`src/rtl/aes_pkg.sv`:
```
// Shared definitions for the AES_Encrypt sequencing controller and its benches.
package aes_pkg;

    localparam int unsigned AES_BLK_W = 128;

    typedef enum logic [1:0] {ST_IDLE, ST_RUN, ST_DONE} sched_state_e;

    // FIPS-197 known-answer vectors
    localparam logic [AES_BLK_W-1:0] KAT_A_KEY = 128'h000102030405060708090a0b0c0d0e0f;
    localparam logic [AES_BLK_W-1:0] KAT_A_PT  = 128'h00112233445566778899aabbccddeeff;
    localparam logic [AES_BLK_W-1:0] KAT_A_CT  = 128'h69c4e0d86a7b0430d8cdb78070b4c55a;
    localparam logic [AES_BLK_W-1:0] KAT_B_KEY = 128'h0;
    localparam logic [AES_BLK_W-1:0] KAT_B_PT  = 128'h0;
    localparam logic [AES_BLK_W-1:0] KAT_B_CT  = 128'h66e94bd4ef8a2c3b884cfa59ca342b2e;

endpackage

```
`src/rtl/aes_lat_counter.sv`:
```
// Loadable down-counter that parks at zero; zero flag marks the capture cycle.
module aes_lat_counter #(
    parameter int unsigned W = 8
) (
    input  logic         clk,
    input  logic         rst_n,
    input  logic         load_i,
    input  logic [W-1:0] load_val_i,
    input  logic         dec_i,
    output logic         zero_o
);

    logic [W-1:0] cnt_q, cnt_d;

    always_comb begin
        cnt_d = cnt_q;
        if (load_i) begin
            cnt_d = load_val_i;
        end else if (dec_i && (cnt_q != '0)) begin
            cnt_d = cnt_q - 1'b1;
        end
    end

    always_ff @(posedge clk) begin
        if (!rst_n) begin
            cnt_q <= '0;
        end else begin
            cnt_q <= cnt_d;
        end
    end

    assign zero_o = (cnt_q == '0);

endmodule

```
`src/rtl/aes_encrypt_sched.sv`:
```
// Holds one job on the AES_Encrypt inputs for LATENCY cycles, captures the result and
// returns it through a valid/ready master port.
module aes_encrypt_sched
    import aes_pkg::*;
#(
    parameter int unsigned LATENCY = 12,
    parameter bit          ZEROIZE = 1'b1,
    parameter int unsigned CNT_W   = 32
) (
    input  logic                 clk,
    input  logic                 rst_n,
    input  logic                 s_valid,
    output logic                 s_ready,
    input  logic [AES_BLK_W-1:0] s_plaintext,
    input  logic [AES_BLK_W-1:0] s_key,
    output logic                 m_valid,
    input  logic                 m_ready,
    output logic [AES_BLK_W-1:0] m_ciphertext,
    output logic [AES_BLK_W-1:0] aes_in,
    output logic [AES_BLK_W-1:0] aes_key,
    input  logic [AES_BLK_W-1:0] aes_out,
    output logic                 busy,
    output logic                 trigger,
    output logic [CNT_W-1:0]     enc_count
);

    localparam logic [7:0] LOAD_VAL = 8'(LATENCY - 1);

    sched_state_e         state_q, state_d;
    logic [AES_BLK_W-1:0] in_q, in_d, key_q, key_d, ct_q, ct_d;
    logic [CNT_W-1:0]     count_q, count_d;
    logic                 accept, cnt_zero;

    assign accept = (state_q == ST_IDLE) && s_valid;

    aes_lat_counter #(
        .W (8)
    ) u_lat (
        .clk        (clk),
        .rst_n      (rst_n),
        .load_i     (accept),
        .load_val_i (LOAD_VAL),
        .dec_i      (state_q == ST_RUN),
        .zero_o     (cnt_zero)
    );

    always_comb begin
        state_d = state_q;
        in_d    = in_q;
        key_d   = key_q;
        ct_d    = ct_q;
        count_d = count_q;
        unique case (state_q)
            ST_IDLE: begin
                if (s_valid) begin
                    state_d = ST_RUN;
                    in_d    = s_plaintext;
                    key_d   = s_key;
                end
            end
            ST_RUN: begin
                if (cnt_zero) begin
                    state_d = ST_DONE;
                    ct_d    = aes_out;
                    count_d = count_q + 1'b1;
                end
            end
            ST_DONE: begin
                if (m_ready) begin
                    state_d = ST_IDLE;
                    if (ZEROIZE) begin
                        in_d  = '0;
                        key_d = '0;
                    end
                end
            end
            default: state_d = ST_IDLE;
        endcase
    end

    always_ff @(posedge clk) begin
        if (!rst_n) begin
            state_q <= ST_IDLE;
            in_q    <= '0;
            key_q   <= '0;
            ct_q    <= '0;
            count_q <= '0;
        end else begin
            state_q <= state_d;
            in_q    <= in_d;
            key_q   <= key_d;
            ct_q    <= ct_d;
            count_q <= count_d;
        end
    end

    // Every output is a register or a pure state decode.
    assign s_ready      = (state_q == ST_IDLE);
    assign m_valid      = (state_q == ST_DONE);
    assign trigger      = (state_q == ST_RUN);
    assign busy         = (state_q == ST_RUN) || (state_q == ST_DONE);
    assign aes_in       = in_q;
    assign aes_key      = key_q;
    assign m_ciphertext = ct_q;
    assign enc_count    = count_q;

endmodule

```
`config.mk`:
```
export PLATFORM = sky130hd
export DESIGN_NAME = aes_encrypt_sched
export DESIGN_NICKNAME = d
export VERILOG_FILES = /design/src/rtl/aes_pkg.sv /design/src/rtl/aes_lat_counter.sv /design/src/rtl/aes_encrypt_sched.sv
export SDC_FILE = /design/constraint.sdc
export NUM_CORES = 1
export LEC_CHECK = 0
export ABC_AREA = 0
export BUFFER_PORTS_ARGS = -buffer_cell sky130_fd_sc_hd__buf_4
export CORE_AREA = 2 2 315 317
export CTS_CLUSTER_SIZE = 20
export DETAILED_ROUTE_END_ITERATION = 7
export DIE_AREA = 0 0 317 319
export SLEW_MARGIN = 20
export SYNTH_ARGS = -nofsm -noshare
export SYNTH_HDL_FRONTEND = slang
export SYNTH_SLANG_ARGS = --single-unit
```
`constraint.sdc`:
```
create_clock -name clk -period 5.2 [get_ports clk]
set_input_delay 1.3 -clock clk [delete_from_list [all_inputs] [get_ports clk]]
set_output_delay 1.3 -clock clk [all_outputs]
set_load 0.1 [all_outputs]
```
==> qor.txt, run 1 <==
Resized Gates After CTS: 0
RSZ-0062 raised after global routing: false
DRT Wirelength: 63400 um
Leak: 10.6 nW
Placement Rows: 115
Placed Cells: 3885
Number of synthesized flops with an enable pin: 0
Initial Utilization: 16.5%
Clock Skews: 0.0116 ns
Yosys cell types: 39
First-pass GRT wire length: 92700 um
Syn-to-layout area delta: 57.7%
Dominant synthesized flop cell: dfxtp_1
Nets: 3047
Setup Fix Bufs, Post-CTS: 0
Remaining antenna violation count after routing: 0
GRT overflow: 0
Peak VDD IR: 421 uV
Post-Syn Area: 16100 sq um
Synthesized instance count: 1930
GR Util All Layers: 11.8%
Leading area contributor after synthesis: dfxtp_1
Placed wire-length estimate: 45200 um
DR DRC count: 0
Clk sinks: 426
Max Clk Rate: 295 MHz
CP Data Required Time: 3.90 ns
Core ar.: 97700 sq um
Top cell type's share of synthesized area: 53.1%
Die span in y: 319 um
Share of layout cells above drive strength 1: 34.6%
Final TNS setup: 0 ns
Critical path type: reg2out
DIE AREA: 101000 sq um
HP Class: reg2reg
Top cells by area, synth: dfxtp_1 (53%), a21oi_1 (12%), nor3b_1 (12%)
Minimum clock period: 3.39 ns
Pwr dens: 706 nW/um^2
Post-synthesis sequential area ratio: 53.1%
Most common library cells after synthesis: dfxtp_1 (426), a21oi_1 (399), nor2_1 (287)
CTS buffer count: 53
DR iter-0 viols: 900
Max Cap Viol: 0
Initial antenna violation count: 7
Met2 Use GR: 19.3%
Pre-antenna DRT Iters: 5
Hold_ws: 0.452 ns
Max-slew violations: 0
Met3 Resource Use GR: 3.99%
Worst r2r src: state_q[1]
Tcrit/Tclk final: 65.2%
Most Crowded Layer GR: met2
CTS root buf: clkbuf_16
M1 GR Usage: 14.0%
Clk slew on worst S/H paths: 0.06 ns
CP arrival: 2.09 ns
Critical Path Fanout Max: 50
Final non-filler cell total: 3986
Avg Inst Size Synth: 8.33 sq um
WL per Instance: 15.9 um
Number of I/O pins: 808
Status: finished clean
Min-Delay Startpoint: m_ciphertext[51]
Skew-Pair Late Insertion Delay: 0.61 ns
Via-per-instance ratio: 4.03
Pin count of the biggest net entering global routing: 135
Clock Path Buffers: 3
Syn Nets: 2324
Routability cong.: 0.824
Die W: 317 um
Crit start category: flop
I/O Buffers: 807
Most frequent cell after synthesis: dfxtp_1
Slew headroom: 39.9%
Setup crit end kind: output pin
Via count: 16100
Crit path from: state_q[0]
Share of flip-flops with an asynchronous set or reset: 0%
Ys Warns: 0
Final Setup Violations: 0
H-tree Lvls: 2
Vias in the first global route: 15500
Synth Register Bits: 426
Worst-margin pin slew: 0.901 ns
CTS Hold Buffers Added: 0
CTS tree: done
Final Hold Vio Count: 0
placed cells by master, fill, tap and decap left out, drive strengths merged, types with 13 or more instances in the layout:
cell,instances
inv,13
nand3,13
xor2,13
dfxtp,426
nand2,278
xnor2,14
buf,830
a21oi,399
clkbuf,76
nor2,288
nor3b,256
area by class of cell:
class,instances,area (sq um)
fill,10600,72300
sequential,426,8530
multi-input combinational,1331,6930
timing repair buffer,830,6330
tap,1287,1610
clock buffer,76,1590
clock inverter,24,318
inverter,11,48.8
antenna,1,2.50
where the power goes:
part           total (mW)  switching (mW)  internal [mW]  leakage [nW]
combinational        9.47            7.45           2.02          6.15
sequential           4.43           0.428           4.00          3.48
clock                3.99            1.53           2.46         0.936
logic make-up (layout without fill, tap and decap cells):
group	Yosys count	after routing	synth area share [%]
flops	426	426	53.1
compound gates	414	414	13.0
other cells	0	1	0
fa+ha+maj	6	6	0.467
xor+xnor	27	27	1.47
mux	1	1	0.0623
buf+inv	173	941	4.06
simple gates	883	883	27.8
path summary, 6_finish.rpt:
check,end,slack [ns],cells past startpoint
max,m_valid,1.81,3
min reg2reg,m_ciphertext[51],0.45,2
min,m_ciphertext[51],0.45,2
max reg2reg,enc_count[30],2.12,7
flip-flops by register name (all words and copies together), names as in the netlist:
register / flops
aes_in: 128
enc_count: 32
aes_key: 128
state_q: 2
m_ciphertext: 128
u_lat.cnt_q: 8
layer usage:
layer | share of wire, % | vias up
met3 | 9.0 | 119
met5 | 0.060 | -
met1 | 41 | 7410
met2 | 46 | 597
li1 | - | 7924
met4 | 3.5 | 6
stage by stage:
step           setup WS (ns)  cell area, sq um  utilization, %  total power, mW
2_1_floorplan           2.19             16100               -             11.8
3_3_place_gp            1.77             23400            24.0             13.9
3_5_place_dp            1.72             23400            24.0             14.0
4_1_cts                 1.71             25300            25.9             18.1
5_1_grt                 1.66             25300            25.9             18.7
6_report                1.81             25400            25.9             17.9
critical path, stage by stage (launching register included):
cell and delay (ns):
dfxtp_1 0.32, inv_1 0.15, ha_4 0.58, buf_4 0.41
(Power assumes the default switching activity.)
==> run 2, diff against run 1 <==
- clock period: 5.2 -> 3.4 ns (I/O delays scaled with it)
==> qor.txt, run 2 (same netlist as run 1, synthesis figures left out) <==
Leak: 10.6 nW (about the same)
Max Cap Viol: 0 (unchanged)
Max-slew violations: 0 (unchanged)
Initial Utilization: 16.5% (unchanged)
# fillers: 10600 (about the same)
Vias in the first global route: 15200 (was 15500)
Nets: 3068 (was 3047)
First-pass GRT wire length: 92100 um (was 92700 um)
Syn-to-layout area delta: 57.7% (about the same)
WL per Instance: 15.7 um (was 15.9 um)
Core ar.: 97700 sq um (unchanged)
Max Clk Rate: 339 MHz
Setup Fix Bufs, Post-CTS: 0 (unchanged)
Placement Rows: 115 (unchanged)
Crit start category: flop (unchanged)
H-tree Lvls: 2 (unchanged)
CTS buffer count: 50 (was 53)
Most common library cell in the layout ignoring fill and taps: buf_4 (unchanged)
Die W: 317 um (unchanged)
Clock Skews: 0.0440 ns (was 0.0116 ns)
DP Area: 23700 sq um (was 23400 sq um)
Routability cong.: 0.823 (was 0.824)
Met3 routed WL: 6060 um (was 5720 um)
Remaining antenna violation count after routing: 0 (unchanged)
Worst-margin pin slew: 0.980 ns (was 0.901 ns)
GRT overflow: 0 (unchanged)
DRT Wirelength: 62900 um (was 63400 um)
Max Used Layer: met5 (unchanged)
CP Data Required Time: 3.92 ns (was 3.90 ns)
Share of layout cells above drive strength 1: 34.9% (was 34.6%)
Peak VDD IR: 663 uV (was 421 uV)
Setup crit end kind: flop (was output pin)
Tcrit/Tclk final: 86.6%
Final TNS setup: 0 ns (unchanged)
Final Hold Vio Count: 0 (unchanged)
Pre-antenna DRT Iters: 7 (was 5)
Via-per-instance ratio: 4.01 (was 4.03)
Pwr dens: 1060 nW/um^2 (was 706 nW/um^2)
Met2 Wirelength: 30000 um (was 29300 um)
Initial antenna violation count: 3 (was 7)
Clk slew on worst S/H paths: 0.06 ns (about the same)
Finished Core Util: 25.9% (about the same)
Fin area: 25400 sq um (about the same)
Status: finished clean (unchanged)
CTS Hold Buffers Added: 0 (unchanged)
Most frequent cells in the layout: buf_4 (840), dfxtp_1 (426), a21oi_1 (399) (was buf_4 (822), dfxtp_1 (426), a21oi_1 (399))
WL met1: 25000 um (was 26100 um)
I/O Buffers: 807 (unchanged)
GR Util All Layers: 11.7% (was 11.8%)
Skew-Pair Late Insertion Delay: 0.63 ns (was 0.61 ns)
CTS root buf: clkbuf_16 (unchanged)
Critical Path Fanout Max: 8 (was 50)
Slew headroom: 34.7% (was 39.9%)
DR iter-0 viols: 949 (was 900)
Total power: 27.0 mW (was 17.9 mW)
Minimum clock period: 2.95 ns
Die span in y: 319 um (unchanged)
RSZ-0062 raised after global routing: false (unchanged)
Clock Path Buffers: 3 (unchanged)
Pin count of the biggest net entering global routing: 149 (was 135)
CTS tree: done (unchanged)
Via count: 16000 (was 16100)
HP Class: reg2reg (unchanged)
Final Setup Violations: 0 (unchanged)
Critical path type: reg2reg (was reg2out)
Placed wire-length estimate: 45400 um (was 45200 um)
DR DRC count: 0 (unchanged)
CP arrival: 3.47 ns (was 2.09 ns)
Number of I/O pins: 808 (unchanged)
Resized Gates After CTS: 0 (unchanged)
DIE AREA: 101000 sq um (unchanged)
Clk sinks: 426 (unchanged)
-- run 2: cell count changes in the layout (fill, tap and decap cells not counted) --
cell        delta
buf_4         +18
inv_8          +1
bufinv_16      -5
inv_6          +1
clkinv_2       -1
nor3b_1        -1
nor3b_2        +1
clkbuf_16      -4
clkinv_4       -1
buf_12         +6
clkinvlp_4     -2
-- run 2: final timing paths --
path         depth (start not counted)  slack [ns]             start          endpoint
min reg2reg                          2        0.45  m_ciphertext[89]  m_ciphertext[89]
max reg2reg                          7        0.45        state_q[1]     enc_count[26]
min                                  2        0.45  m_ciphertext[89]  m_ciphertext[89]
max                                  7        0.45        state_q[1]     enc_count[26]
-- run 2: layout make-up --
type,instances,area (sq um),area share [%]
clock inverter,17,159,0.627
multi-input combinational,1331,6930,27.3
tap,1287,1610,6.35
sequential,426,8530,33.6
timing repair buffer,854,6590,26.0
inverter,11,48.8,0.192
antenna,1,2.50,0.00987
clock buffer,72,1490,5.86
-- run 2: layer usage --
metal  GRT usage (%)  vias to the layer above
met5               0                        -
met3            4.17                      102
met2            19.6                      619
li1                -                     7986
met1            13.9                     7307
met4            3.77                        4
-- run 2: metrics by stage --
step / hold slack (ns) / cells / worst slack (ns)
6_report: 0.452 / 3999 / 0.454
5_1_grt: 0.428 / 3998 / 0.224
4_1_cts: 0.396 / 3998 / 0.470
3_5_place_dp: 0.447 / 3909 / 0.509
3_3_place_gp: 0.442 / 3909 / 0.496
2_1_floorplan: 0.454 / 1930 / 0.395
-- run 2: report_power, final --
part	switching [mW]	leakage, nW	internal, mW	total, mW
sequential	0.638	3.48	6.11	6.75
combinational	11.5	6.30	3.29	14.8
clock	2.25	0.819	3.18	5.43
total	14.4	10.6	12.6	27.0
-- run 2: worst max-delay path, stage by stage (launching register included) --
cell	delay, ns
dfxtp_1	0.34
inv_1	0.12
ha_1	0.25
nor4b_1	0.55
nand4_1	0.43
or3_1	0.53
or4_1	0.50
a21oi_1	0.15
==> run 3, diff against run 2 <==
- clock period: 3.4 -> 3.71 ns (I/O delays scaled with it)
==> qor.txt, run 3 (same netlist as run 1, synthesis figures left out) <==
Total power: 24.8 mW (was 27.0 mW)
Final Hold Vio Count: 0 (unchanged)
Slew headroom: 35.1% (was 34.7%)
Status: finished clean (unchanged)
Max Clk Rate: 341 MHz (was 339 MHz)
Initial antenna violation count: 0 (was 3)
First-pass GRT wire length: 92000 um (was 92100 um)
Clock Skews: 0.0217 ns (was 0.0440 ns)
Antenna diodes: 0 (was 1)
Placement Rows: 115 (unchanged)
Final TNS setup: 0 ns (unchanged)
CP Data Required Time: 4.25 ns (was 3.92 ns)
Placed wire-length estimate: 46000 um (was 45400 um)
CP cell instances: inv_1 -> ha_1 -> nor4b_1 -> nand4_1 -> or3_1 -> or4_1 -> a21oi_1 (unchanged)
Number of I/O pins: 808 (unchanged)
Syn-to-layout area delta: 57.4% (was 57.7%)
CTS tree: done (unchanged)
Clk sinks: 426 (unchanged)
CP max stage delay: 0.59 ns (was 0.55 ns)
Via-per-instance ratio: 4.01 (about the same)
Worst Path Buf+Inv: 1 (unchanged)
Pin count of the biggest net entering global routing: 147 (was 149)
Clk slew on worst S/H paths: 0.05 ns (was 0.06 ns)
Clock Path Buffers: 3 (unchanged)
Pwr dens: 980 nW/um^2 (was 1060 nW/um^2)
DRT Wirelength: 63900 um (was 62900 um)
CTS Hold Buffers Added: 0 (unchanged)
Via count: 16000 (about the same)
Delay-heaviest family, CP: simple AND/OR/NAND/NOR gates (unchanged)
DR DRC count: 0 (unchanged)
GR Util All Layers: 11.8% (was 11.7%)
Nets: 3057 (was 3068)
Final Setup Violations: 0 (unchanged)
Worst r2r src: state_q[1] (unchanged)
# fillers: 10600 (about the same)
Slowest CP cell: nor4b_1 (unchanged)
Resized Gates After CTS: 0 (unchanged)
Pre-antenna DRT Iters: 5 (was 7)
Most frequent cells in the layout: buf_4 (828), dfxtp_1 (426), a21oi_1 (399) (was buf_4 (840), dfxtp_1 (426), a21oi_1 (399))
H-tree Lvls: 2 (unchanged)
Setup crit end kind: flop (unchanged)
CTS root buf: clkbuf_16 (unchanged)
DR iter-0 viols: 809 (was 949)
Minimum clock period: 2.93 ns (was 2.95 ns)
CTS buffer count: 52 (was 50)
Min-Delay Startpoint: m_ciphertext[2] (was m_ciphertext[89])
I/O Buffers: 807 (unchanged)
Critical path type: reg2reg (unchanged)
Skew-Pair Late Insertion Delay: 0.63 ns (about the same)
Remaining antenna violation count after routing: 0 (unchanged)
Setup Fix Bufs, Post-CTS: 0 (unchanged)
Tcrit/Tclk final: 79.1% (was 86.6%)
Initial Utilization: 16.5% (unchanged)
Vias in the first global route: 15200 (about the same)
DIE AREA: 101000 sq um (unchanged)
Core ar.: 97700 sq um (unchanged)
Leak: 10.6 nW (about the same)
Most common library cell in the layout ignoring fill and taps: buf_4 (unchanged)
Worst-margin pin slew: 0.973 ns (was 0.980 ns)
RSZ-0062 raised after global routing: false (unchanged)
WL per Instance: 16.0 um (was 15.7 um)
Max-slew violations: 0 (unchanged)
GRT overflow: 0 (unchanged)
Crit path from: state_q[1] (unchanged)
CP arrival: 3.48 ns (was 3.47 ns)
Die W: 317 um (unchanged)
Max Cap Viol: 0 (unchanged)
Crit start category: flop (unchanged)
Share of layout cells above drive strength 1: 34.6% (was 34.9%)
Peak VDD IR: 517 uV (was 663 uV)
Die span in y: 319 um (unchanged)
HP Class: reg2reg (unchanged)
Critical Path Fanout Max: 8 (unchanged)
Routability cong.: 0.813 (was 0.823)
==> run 3: final cells by class <==
| cell class | instances | area [sq um] | area share [%] |
|---|---|---|---|
| tap | 1287 | 1610 | 6.36 |
| inverter | 11 | 48.8 | 0.193 |
| clock inverter | 20 | 218 | 0.860 |
| clock buffer | 74 | 1490 | 5.90 |
| sequential | 426 | 8530 | 33.7 |
| multi-input combinational | 1331 | 6930 | 27.4 |
| timing repair buffer | 841 | 6480 | 25.6 |
==> run 3: path summary, 6_finish.rpt <==
path,cells past startpoint,end,slack [ns]
hold / removal,2,m_ciphertext[2],0.45
setup reg to reg,7,enc_count[26],0.78
hold reg to reg,2,m_ciphertext[2],0.45
setup / recovery,7,enc_count[26],0.78
==> run 3: stage by stage <==
step | hold slack, ns | setup WS [ns] | utilization, % | instance area (sq um) | std cells
after floorplan | 0.454 | 0.705 | - | 16100 | 1930
after global placement | 0.442 | 0.832 | 24.2 | 23600 | 3896
after detailed placement | 0.447 | 0.779 | 24.2 | 23600 | 3896
after CTS | 0.455 | 0.752 | 25.9 | 25300 | 3990
after global routing | 0.466 | 0.596 | 25.9 | 25300 | 3990
final | 0.453 | 0.777 | 25.9 | 25300 | 3990
==> run 3: power breakdown <==
part	internal (mW)	switching, mW	leakage (nW)
Sequential	5.60	0.590	3.48
Clock	3.02	2.15	0.845
Combinational	2.93	10.5	6.23
Total	11.5	13.3	10.6
==> run 3: layer usage <==
layer | wire [um] | part of all wire, % | track usage [%] | vias to the layer above
met2 | 29900 | 47 | 19.5 | 579
met4 | 1960 | 3.1 | 3.93 | 0
li1 | - | - | - | 7940
met3 | 5790 | 9.1 | 4.23 | 104
met1 | 26300 | 41 | 14.0 | 7361
met5 | 0 | 0 | 0 | -
==> run 3: worst reg2reg max path, delay by kind of cell (launching register included) <==
| family | cells | cell delay [ns] |
|---|---|---|
| AO/OA/AOI/OAI | 1 | 0.16 |
| adder cells (fa/ha/maj) | 1 | 0.24 |
| buffers and inverters | 1 | 0.10 |
| flip-flops | 1 | 0.34 |
| AND/OR/NAND/NOR | 4 | 2.02 |
